[src/rtl/bsg_tag_serial_tx.sv]
// Bit-serial transmitter for the bsg_tag link: emits the master-reset preamble after
// reset, then serialises {start, len, data_not_reset, nodeid, payload} LSB first.
module bsg_tag_serial_tx #(
    parameter  int tag_els_p               = 16,
    parameter  int tag_max_payload_width_p = 8,
    parameter  int reset_ones_p            = 32,
    parameter  int reset_zeros_p           = 8,
    parameter  int gap_p                   = 1,
    localparam int lg_els_lp = (tag_els_p > 1) ? $clog2(tag_els_p) : 1,
    localparam int lg_w_lp   = (tag_max_payload_width_p + 1 > 1)
                               ? $clog2(tag_max_payload_width_p + 1) : 1
) (
    input  logic                               clk_i,
    input  logic                               reset_i,
    input  logic                               v_i,
    output logic                               ready_and_o,
    input  logic [lg_els_lp-1:0]               nodeid_i,
    input  logic                               data_not_reset_i,
    input  logic [lg_w_lp-1:0]                 len_i,
    input  logic [tag_max_payload_width_p-1:0] payload_i,
    output logic                               tag_data_o,
    output logic                               tag_en_o,
    output logic                               init_done_o
);

    localparam int hdr_lp       = 1 + lg_w_lp + 1 + lg_els_lp;
    localparam int body_w_lp    = lg_w_lp + 1 + lg_els_lp + tag_max_payload_width_p;
    localparam int frame_max_lp = hdr_lp + tag_max_payload_width_p;
    localparam int max_a_lp     = (frame_max_lp > reset_ones_p) ? frame_max_lp : reset_ones_p;
    localparam int max_b_lp     = (reset_zeros_p > gap_p) ? reset_zeros_p : gap_p;
    localparam int cnt_max_lp   = (max_a_lp > max_b_lp) ? max_a_lp : max_b_lp;
    localparam int cnt_w_lp     = $clog2(cnt_max_lp + 1);

    // State names the bit currently on tag_data_o; cnt_q counts bits already emitted in it.
    typedef enum logic [2:0] {
        S_INIT_ONES,
        S_INIT_ZEROS,
        S_IDLE,
        S_SEND,
        S_GAP
    } state_e;

    state_e                 state_q, state_d;
    logic [cnt_w_lp-1:0]    cnt_q, cnt_d;
    logic [cnt_w_lp-1:0]    frame_len_q, frame_len_d;
    logic [body_w_lp-1:0]   frame_q, frame_d;
    logic                   data_q, data_d;
    logic                   en_q, en_d;
    logic                   init_done_q, init_done_d;
    logic [lg_w_lp-1:0]     len_clamped;

    assign len_clamped = (len_i > lg_w_lp'(tag_max_payload_width_p))
                       ? lg_w_lp'(tag_max_payload_width_p) : len_i;

    always_comb begin
        // NOTE: every output of this block gets a default first so no path infers a latch.
        state_d     = state_q;
        cnt_d       = cnt_q;
        frame_d     = frame_q;
        frame_len_d = frame_len_q;
        data_d      = 1'b0;
        en_d        = 1'b1;
        init_done_d = init_done_q;

        case (state_q)
            S_INIT_ONES: begin
                if (cnt_q == cnt_w_lp'(reset_ones_p)) begin
                    state_d = S_INIT_ZEROS;
                    cnt_d   = cnt_w_lp'(1);
                end else begin
                    data_d = 1'b1;
                    cnt_d  = cnt_q + cnt_w_lp'(1);
                end
            end
            S_INIT_ZEROS: begin
                if (cnt_q == cnt_w_lp'(reset_zeros_p)) begin
                    state_d     = S_IDLE;
                    cnt_d       = '0;
                    init_done_d = 1'b1;
                end else begin
                    cnt_d = cnt_q + cnt_w_lp'(1);
                end
            end
            S_IDLE: begin
                if (v_i) begin
                    state_d     = S_SEND;
                    cnt_d       = cnt_w_lp'(1);
                    data_d      = 1'b1;
                    frame_d     = {payload_i, nodeid_i, data_not_reset_i, len_clamped};
                    frame_len_d = cnt_w_lp'(hdr_lp) + cnt_w_lp'(len_clamped);
                end
            end
            S_SEND: begin
                if (cnt_q == frame_len_q) begin
                    // The idle cycle itself supplies the final gap zero, so back-to-back
                    // frames are separated by exactly gap_p zeros.
                    if (gap_p > 1) begin
                        state_d = S_GAP;
                        cnt_d   = cnt_w_lp'(1);
                    end else begin
                        state_d = S_IDLE;
                        cnt_d   = '0;
                    end
                end else begin
                    data_d  = frame_q[0];
                    frame_d = frame_q >> 1;
                    cnt_d   = cnt_q + cnt_w_lp'(1);
                end
            end
            S_GAP: begin
                if (cnt_q >= cnt_w_lp'(gap_p - 1)) begin
                    state_d = S_IDLE;
                    cnt_d   = '0;
                end else begin
                    cnt_d = cnt_q + cnt_w_lp'(1);
                end
            end
            default: begin
                state_d = S_INIT_ONES;
                cnt_d   = '0;
                en_d    = 1'b0;
            end
        endcase
    end

    // NOTE: the frame shift register is reset along with the control state even though it is
    // reloaded before use; it is small and this keeps every output-visible bit deterministic.
    always_ff @(posedge clk_i or posedge reset_i) begin
        if (reset_i) begin
            state_q     <= S_INIT_ONES;
            cnt_q       <= '0;
            frame_len_q <= '0;
            frame_q     <= '0;
            data_q      <= 1'b0;
            en_q        <= 1'b0;
            init_done_q <= 1'b0;
        end else begin
            // NOTE: non-blocking assignments so every register samples pre-edge values.
            state_q     <= state_d;
            cnt_q       <= cnt_d;
            frame_len_q <= frame_len_d;
            frame_q     <= frame_d;
            data_q      <= data_d;
            en_q        <= en_d;
            init_done_q <= init_done_d;
        end
    end

    assign ready_and_o = (state_q == S_IDLE);
    assign tag_data_o  = data_q;
    assign tag_en_o    = en_q;
    assign init_done_o = init_done_q;

endmodule

[config.mk]
export PLATFORM = sky130hd
export DESIGN_NAME = bsg_tag_serial_tx
export DESIGN_NICKNAME = d
export VERILOG_FILES = /design/src/rtl/bsg_tag_serial_tx.sv
export SDC_FILE = /design/constraint.sdc
export NUM_CORES = 1
export LEC_CHECK = 0
export CORE_MARGIN = 4
export CORE_UTILIZATION = 45
export CTS_CLUSTER_DIAMETER = 150
export DETAILED_ROUTE_END_ITERATION = 6
export PLACE_DENSITY = 0.68
export SYNTH_ARGS = -nofsm -noshare
export SYNTH_HDL_FRONTEND = slang
export SYNTH_SLANG_ARGS = --single-unit
[constraint.sdc]
create_clock -name clk_i -period 2.4 [get_ports clk_i]
set_input_delay 0.6 -clock clk_i [delete_from_list [all_inputs] [get_ports clk_i]]
set_output_delay 0.6 -clock clk_i [all_outputs]
set_load 0.1 [all_outputs]
### Word level (Yosys, flattened, before mapping)

Cells that the tools add are included.

* register bits after elaboration: 35
* bits in latches: 0
* bits in writable memories: 0
* memory bits (read-only): 0
* input bits: 20
* logic and storage cells: 52
* memories kept: 0

* add/sub/neg operators: 2
* $mul: 0
* div/mod/pow operators: 0
* magnitude comparators: 2
* equality and inequality tests: 13
* shift-type cells: 0
* multiplexer cells: 21
* bitwise gates (word level): 0
* reductions and logical operators: 7

Operators with widths (number)
* $mux W17: 2
* $pmux W17 S2: 1
* $mux W6: 5
* $pmux W6 S5: 1
* $mux W3: 5
* $pmux W3 S5: 1
* $ne A2 B2 Y1 const B: 6
* $add A6 B1 Y6 const B: 1
* $eq A3 B2 Y1 const B: 2
* $eq A6 B4 Y1 const B: 1
* $eq A6 B6 Y1: 1
* $eq A6 B6 Y1 const B: 1
* $ge A6 B1 Y1 const B: 1
* $add A4 B4 Y5 const A: 1
* $reduce_and A5 Y1: 1
* $reduce_or A5 Y1: 1
* $gt A4 B4 Y1 const B: 1
* $mux W1: 4
* $mux W4: 1
* $reduce_and A2 Y1: 2
* $eq A3 B1 Y1 const B: 1
* $eq A3 B3 Y1 const B: 1
* $logic_not A3 Y1: 1
* $pmux W1 S3: 1
* other kinds (2): 2

### Logic depth before layout (Yosys ltp)

Gate-level depths: netlist (run 1).

* depth in word-level cells: 4
* gate-level depth with buffers: 6

### Worst setup path after synthesis (run 1)

Ideal clock, no wire load.

* path type: reg2reg
* from: register state_q[0]
* to: register cnt_q[1]
* library setup time: 0.123 ns
* arrival time: 2.485 ns
* required time: 2.277 ns
* slack: -0.207 ns
* cell stages (with the launch flop): 6
* clock period less this slack: 2.607 ns
* cell sequence: dfrtp_1 -> buf_2 -> nor2b_1 -> and2_1 -> a311o_1 -> nor2_1

* cells in the longest elaborated chain, start to end: 2
* elaborated cells on any way between the ends: 7

RTL lines
* start, declared: line 43 `state_e state_q, state_d;`
* start signal, assigned: line 139 `state_q <= state_d;`
* $eq A3 B2 Y1 (*)
* named net ready_and_o: line 16 `output logic ready_and_o,`
* $pmux W6 S5 / $ne A2 B2 Y1 (equally long branches)
* end signal, assigned: line 140 `cnt_q <= cnt_d;`
* end, declared: line 44 `logic [cnt_w_lp-1:0] cnt_q, cnt_d;`

Mark *: on every way through the listed nets, which the timed path passes. The rest lies on a longest branch.
A chain may end at the register's enable or synchronous reset.

### Final worst setup path (run 1)

* from: register cnt_q[0]
* to: register state_q[0]

* cells in the longest elaborated chain, start to end: 3
* elaborated cells on any way between the ends: 9

RTL lines
* $ge A6 B1 Y1, or another cell as far along: line 111 `if (cnt_q >= cnt_w_lp'(gap_p - 1)) begin`
* $ne A2 B2 Y1 (no source line)
* $reduce_and A5 Y1 (no source line) (*)

Mark *: on every way between the ends. The rest lies on a longest branch, timed or not.

==> summary.md, run 1 <==
| Metric | Value |
|---|---|
| Die width | `69.95 um` |
| Placement Rows | `22` |
| Gr ovfl total | `0` |
| Initial cell density of the core | `between 40% and 50%` |
| DRC | `0` |
| GRT Util Overall | `between 10% and 20%` |
| DR iter-0 viols | `between 80 and 90` |
| Area share of the largest cell type after synthesis | `approximately 48%` |
| Fin cells | `223` |
| Vias in the first global route | `about 1300` |
| # setup viols final | `0` |
| Pwr Density | `1232 mW/mm^2` |
| P_leak | `0.8504 nW` |
| Num CTS Buffers | `5` |
| Wl on met1 | `1587 um` |
| Core ar. | `0.003689 mm^2` |
| Maxcap violations | `0` |
| Routability Congestion | `approximately 0.83` |
| Final hold vios | `0` |
| CTS Hold Bufs | `0` |
| Pin count of the biggest net entering global routing | `34` |
| Clk Latency, worst-skew pair | `between 200 and 300 ps` |
| Critical path peak fanout | `6` |
| HP Class | `reg2reg` |
| Cell area after synthesis | `between 0.0015 and 0.002 mm^2` |
| Unrepaired setup endpoints after global routing | `false` |
| Top Metal Used | `met4` |
| Highest-delay cell along the critical path | `dfrtp_1` |
| Avg Inst Size Synth | `around 12 um^2` |
| Top cells by area, synth | `dfrtp_1, o22a_1, o221a_1, xor2_1, o221a_2` |
| Data arrival, critical path | `around 2200 ps` |
| Syn Inst Count | `149` |
| Clk sinks | `33` |
| CTS tree | `done` |
| Status | `finished clean` |
| Top cell type by total area after synthesis | `dfrtp_1` |
| Buf/Inv on CP | `1` |
| CTS clk-pin slew, worst paths | `70 ps` |
| Max Transition Viols Final | `0` |
| Crit Path Class | `reg2reg` |
| Hold path depth | `1` |
| Tot Pwr | `roughly 2.6 mW` |
| H-tree Lvls | `2` |
| Worst EP required | `2570 ps` |
| Syn-to-layout area delta | `20.51%` |
| Drt first pass iters | `4` |
| Fmax | `about 0.50 GHz` |
| Antenna-violating nets left | `0` |
| Hpwl dp | `around 2400 um` |
| Drt wl/cell | `between 15 and 20 um` |
| Die footprint | `just under 0.005 mm^2` |
| Clock skew | `between 6 and 7 ps` |
| # diodes | `0` |
| CTS root buf | `clkbuf_8` |
| Layout cells sized above 1 | `between 15 and 20%` |
| Crit path max-delay family | `simple AND/OR/NAND/NOR gates` |
| Met3 wire length | `between 150 and 200 um` |
| Syn_nets | `between 150 and 200` |
| Worst setup SP type | `flop` |
| CP endpoint kind | `flop` |
| Post-route cell area | `0.002081 mm^2` |
| Final Critical Period | `1981 ps` |
| Routed vias/inst | `5.758` |
| Die height | `69.95 um` |
| Met2 wire len | `about 1600 um` |
| Final Cycle Share | `slightly above 80%` |
| Placed instance count | `215` |
| Library cells used by synthesis | `37` |
| Peak VDD IR | `449.1 uV` |
| Antenna violations before repair | `0` |
| Longest Clk Path Bufs | `2` |
| Max incr delay on CP | `between 400 and 500 ps` |
| Setup bufs post-CTS | `0` |
| Port buffer count | `23` |
| Post-DP Area | `between 0.0015 and 0.002 mm^2` |
| Global-route wire length before repair | `between 5000 and 6000 um` |
| Finished Core Util | `a little under three fifths` |
| Total Nets Final | `between 150 and 200` |
| PostCTS Resize Cnt | `0` |
| Setup TNS Final | `0 ps` |
| Worst R2R Path Depth | `6` |
| Crit path cell chain | `inv_1 -> ha_1 -> nor4b_2 -> nor3b_1 -> a31oi_1 -> a221o_1` |
| Via count | `1284` |
| Critical Path Stages | `6` |
| Num ports | `24` |
| Register area share after synthesis | `47.83%` |
| Yosys reg bits | `33` |
| Synthesis warning total | `0` |
| Post-Route WL | `between 3000 and 4000 um` |
## layer usage
metal	global-route usage, %	vias up
li1	-	612
met1	19.29	634
met2	23.61	29
met3	4.892	9
met4	6.596	0
met5	0	-
## power breakdown
part	internal, mW	total [mW]	switching [mW]
sequential	0.791	1.01	0.224
clock	0.200	0.408	0.208
combinational	0.542	1.14	0.600
## path summary, 6_finish.rpt
| path | slack, ps | start | to |
|---|---|---|---|
| hold / removal | 460 | init_done_o | init_done_o |
| setup reg to reg | 420 | cnt_q[0] | state_q[0] |
| setup / recovery | 420 | cnt_q[0] | state_q[0] |
| max in group asynchronous | 1410 | reset_i | frame_len_q[1] |
| hold reg to reg | 460 | init_done_o | init_done_o |
| min in group asynchronous | 700 | reset_i | frame_q[8] |
## synthesized netlist by cell type
cell / count
mux2i_1: 2
a21bo_4: 1
nor4b_2: 1
a31oi_1: 1
a221o_1: 1
clkbuf_1: 2
inv_1: 4
a21o_1: 3
a211oi_1: 1
o21ai_0: 2
buf_6: 2
and3_2: 1
nor4_4: 1
a31o_2: 1
o22a_1: 15
nor2_1: 11
xor2_1: 9
a41oi_1: 1
buf_2: 4
o221a_1: 10
o221a_2: 6
and3b_1: 1
o21a_1: 2
dfrtp_1: 33
ha_1: 3
conb_1: 1
nand2_1: 11
a311o_1: 2
nor3b_1: 2
nand3_4: 1
nor2b_1: 5
a21oi_1: 2
nand3b_1: 1
xnor2_1: 1
nand4_1: 2
or3b_2: 1
and2_1: 2
## state kept, by name (all words and copies together), names as in the netlist
signal / count
frame_len_q: 5
cnt_q: 6
tag_data_o: 1
init_done_o: 1
frame_q: 17
state_q: 2
tag_en_o: 1
## area by class of cell
class | count | area, um^2
clock buffers | 5 | 68.82
clock inverters | 3 | 17.52
fillers | 329 | 1608
inverters | 4 | 15.01
multi-input cells | 104 | 838.3
flip-flops and latches | 33 | 825.8
well taps | 48 | 60.06
repair buffers | 26 | 255.2
## logic make-up (layout without fill, tap and decap cells)
kind of cell	count (synthesis)	in the layout	synth area share (%)
other	1	1	0.2172
adder cells (fa/ha/maj)	3	3	2.174
buffers and inverters	12	38	3.768
flip-flops	33	33	47.83
AND/OR/NAND/NOR	40	40	13.91
AO/OA/AOI/OAI	48	48	25.87
multiplexers	2	2	1.159
XOR/XNOR	10	10	5.073
## placed cells by master (no fill, tap or decap), types with 2 or more instances in the layout
master | netlist | layout
nand4_1 | 2 | 2
dfrtp_1 | 33 | 33
o21a_1 | 2 | 2
xor2_1 | 9 | 9
clkinv_2 | 0 | 2
a311o_1 | 2 | 2
mux2i_1 | 2 | 2
o22a_1 | 15 | 15
nand2_1 | 11 | 11
clkdlybuf4s50_1 | 0 | 19
buf_4 | 0 | 6
a21o_1 | 3 | 3
o221a_1 | 10 | 10
a21oi_1 | 2 | 2
o21ai_0 | 2 | 2
nor3b_1 | 2 | 2
clkbuf_8 | 0 | 5
o221a_2 | 6 | 6
ha_1 | 3 | 3
and2_1 | 2 | 2
nor2b_1 | 5 | 4
inv_1 | 4 | 4
nor2_1 | 11 | 11
## metrics by stage
step                      setup WS [ps]  hold WS (ps)
after global routing              296.3         483.3
after CTS                         422.5         461.9
after global placement            303.3         445.6
after detailed placement          252.7         448.8
after floorplan                   372.8         465.6
final                             418.8         458.1
No activity file was read; power rests on OpenSTA's default activity.
==> inputs of run 2 (changes only) <==
- clock period: 2.4 -> 1.9 ns (I/O delays scaled with it)
==> run 2 against run 1 <==
  * Clock power rose by 25%
  * Critical path depth did not move
  * Die area stayed put
  * First-iteration DRC count fell by 11%
  * Count of clock-buffer cells in the layout is the same
  * Sequential cell count is the same
  * Combinational power is 35% higher
==> summary.md, run 2 (same netlist as run 1, synthesis figures left out) <==
| Metric | Value |
|---|---|
| Drt wl/cell | `15.13 um` |
| CTS clk-pin slew, worst paths | `60 ps` |
| Vias in the first global route | `about 1300` |
| Hpwl dp | `2407 um` |
| Crit path cell chain | `inv_1 -> ha_1 -> nor4b_2 -> nor3b_2 -> a31oi_1 -> a221o_1` |
| Die width | `between 60 and 70 um` |
| Origin of the critical flop-to-flop path | `cnt_q[0]` |
| Via count | `between 1000 and 1500` |
| DR iter-0 viols | `73` |
| Routability Congestion | `just over 0.8` |
| # diodes | `0` |
| Core ar. | `between 0.003 and 0.004 mm^2` |
| Final Critical Period | `~1800 ps` |
| Area occupied by multi-input gates | `around 850 um^2` |
| Fmax | `about 0.56 GHz` |
| Peak VDD IR | `~610 uV` |
| Crit path from | `cnt_q[0]` |
| Top flop regs | `frame_q (17), cnt_q (6), frame_len_q (5)` |
| H-tree Lvls | `2` |
| Longest Clk Path Bufs | `2` |
| Biggest register | `frame_q` |
| Finished Core Util | `roughly 59%` |
| Setup WS post-layout | `~120 ps` |
| Register area | `approximately 830 um^2` |
| Status | `finished clean` |
| Max reg flops | `17` |
| Layout cells sized above 1 | `18.99%` |
| Antenna-violating nets left | `0` |
| Worst setup SP type | `flop` |
| Highest-delay cell along the critical path | `dfrtp_1` |
| Most common cell after layout, fill and taps aside | `dfrtp_1` |
| Final Cycle Share | `a little over nine tenths` |
| Worst EP required | `around 2100 ps` |
| # fillers | `316` |
| Critical path peak fanout | `6` |
| Final hold vios | `0` |
| # setup viols final | `0` |
| Antenna violations before repair | `0` |
| Port buffer count | `23` |
| Num ports | `24` |
| Pre-CTS setup slack | `-79.90 ps` |
| Clk sinks | `33` |
| CTS root buf | `clkbuf_8` |
| Max Transition Viols Final | `0` |
| Routed vias/inst | `around 5.6` |
| Setup slack, reg-to-reg | `about 120 ps` |
| Die footprint | `0.004892 mm^2` |
| CP endpoint | `state_q[0]` |
| Die height | `69.95 um` |
| GRT Util Overall | `about 15%` |
| HP Class | `reg2reg` |
| CTS tree | `done` |
| Crit Path Class | `reg2reg` |
| Pin count of the biggest net entering global routing | `34` |
| Clk Latency, worst-skew pair | `roughly 290 ps` |
| Drt first pass iters | `4` |
| DRC | `0` |
| Initial cell density of the core | `46.81%` |
| Maxcap violations | `0` |
| Commonest non-fill, non-tap cells in the layout | `dfrtp_1, clkdlybuf4s50_1, o22a_1, nand2_1, nor2_1` |
| Total Nets Final | `~200` |
| P_leak | `0.9065 nW` |
| Pwr Density | `1521 mW/mm^2` |
| Worst R2R Path Depth | `6` |
| Post-Route WL | `3435 um` |
| Gr ovfl total | `0` |
| Syn-to-layout area delta | `26.45%` |
| Max incr delay on CP | `between 400 and 500 ps` |
| Placement Rows | `22` |
| Clock skew | `between 5 and 6 ps` |
| CP endpoint kind | `flop` |
| Global-route wire length before repair | `5975 um` |
| R2R Path End | `state_q[0]` |
| Data arrival, critical path | `roughly 2000 ps` |
| Num CTS Buffers | `5` |
## run 2: changes by cell type in the layout (fill, tap and decap cells not counted), sizes merged
| cell | delta |
|---|---|
| buf | +4 |
## run 2: worst min path at each step
| stage | from | endpoint | slack [ps] | depth (start not counted) |
|---|---|---|---|---|
| after floorplan | frame_len_q[2] | frame_len_q[2] | 470 | 2 |
| after global placement | frame_len_q[2] | frame_len_q[2] | 480 | 2 |
| after detailed placement | frame_len_q[2] | frame_len_q[2] | 490 | 2 |
| after CTS | frame_len_q[2] | frame_len_q[2] | 500 | 2 |
| after global routing | frame_len_q[2] | frame_len_q[2] | 540 | 2 |
| final | frame_len_q[2] | frame_len_q[2] | 500 | 2 |
## run 2: what timing repair did
action,CTS,global route
buffers inserted,0,1
endpoints found under the hold margin,0,0
gates resized for setup,0,1
setup endpoints to repair,0,17
hold buffers,0,0
## run 2: area by class of cell
class / instances / area share, %
Multi-Input combinational cell: 104 / 38.85
Inverter: 4 / 0.6877
Clock inverter: 3 / 0.8023
Tap cell: 48 / 2.751
Timing Repair Buffer: 30 / 15.93
Clock buffer: 5 / 3.152
Sequential cell: 33 / 37.82
## run 2: stage by stage
step / setup TNS, ps / instances / instance area [um^2] / total power, mW / hold WS (ps)
2_1_floorplan: 0 / 149 / 1734 / 2.438 / 465.6
3_3_place_gp: -560.7 / 218 / 2085 / 2.759 / 481.6
3_5_place_dp: -1117 / 218 / 2085 / 2.812 / 488.9
4_1_cts: 0 / 226 / 2171 / 3.327 / 504.6
5_1_grt: -26.85 / 227 / 2183 / 3.577 / 536.9
6_report: 0 / 227 / 2183 / 3.322 / 501.9
## run 2: where the power goes
part	internal (mW)	switching, mW
Combinational	0.772	0.764
Clock	0.252	0.256
Sequential	1.00	0.278
## run 2: critical path, delay by kind of cell, from the launching register on
| kind | cells | cell delay (ps) |
|---|---|---|
| flip-flops | 1 | 450 |
| adder cells (fa/ha/maj) | 1 | 160 |
| AO/OA/AOI/OAI | 2 | 390 |
| buffers and inverters | 1 | 110 |
| AND/OR/NAND/NOR | 2 | 560 |
## run 2: metal layers
metal	up-vias	wire, um	GRT usage, %
li1	620	-	-
met1	625	1557	20.75
met2	28	1657	21.93
met3	8	148	5.755
met4	0	71	6.809
met5	-	0	0
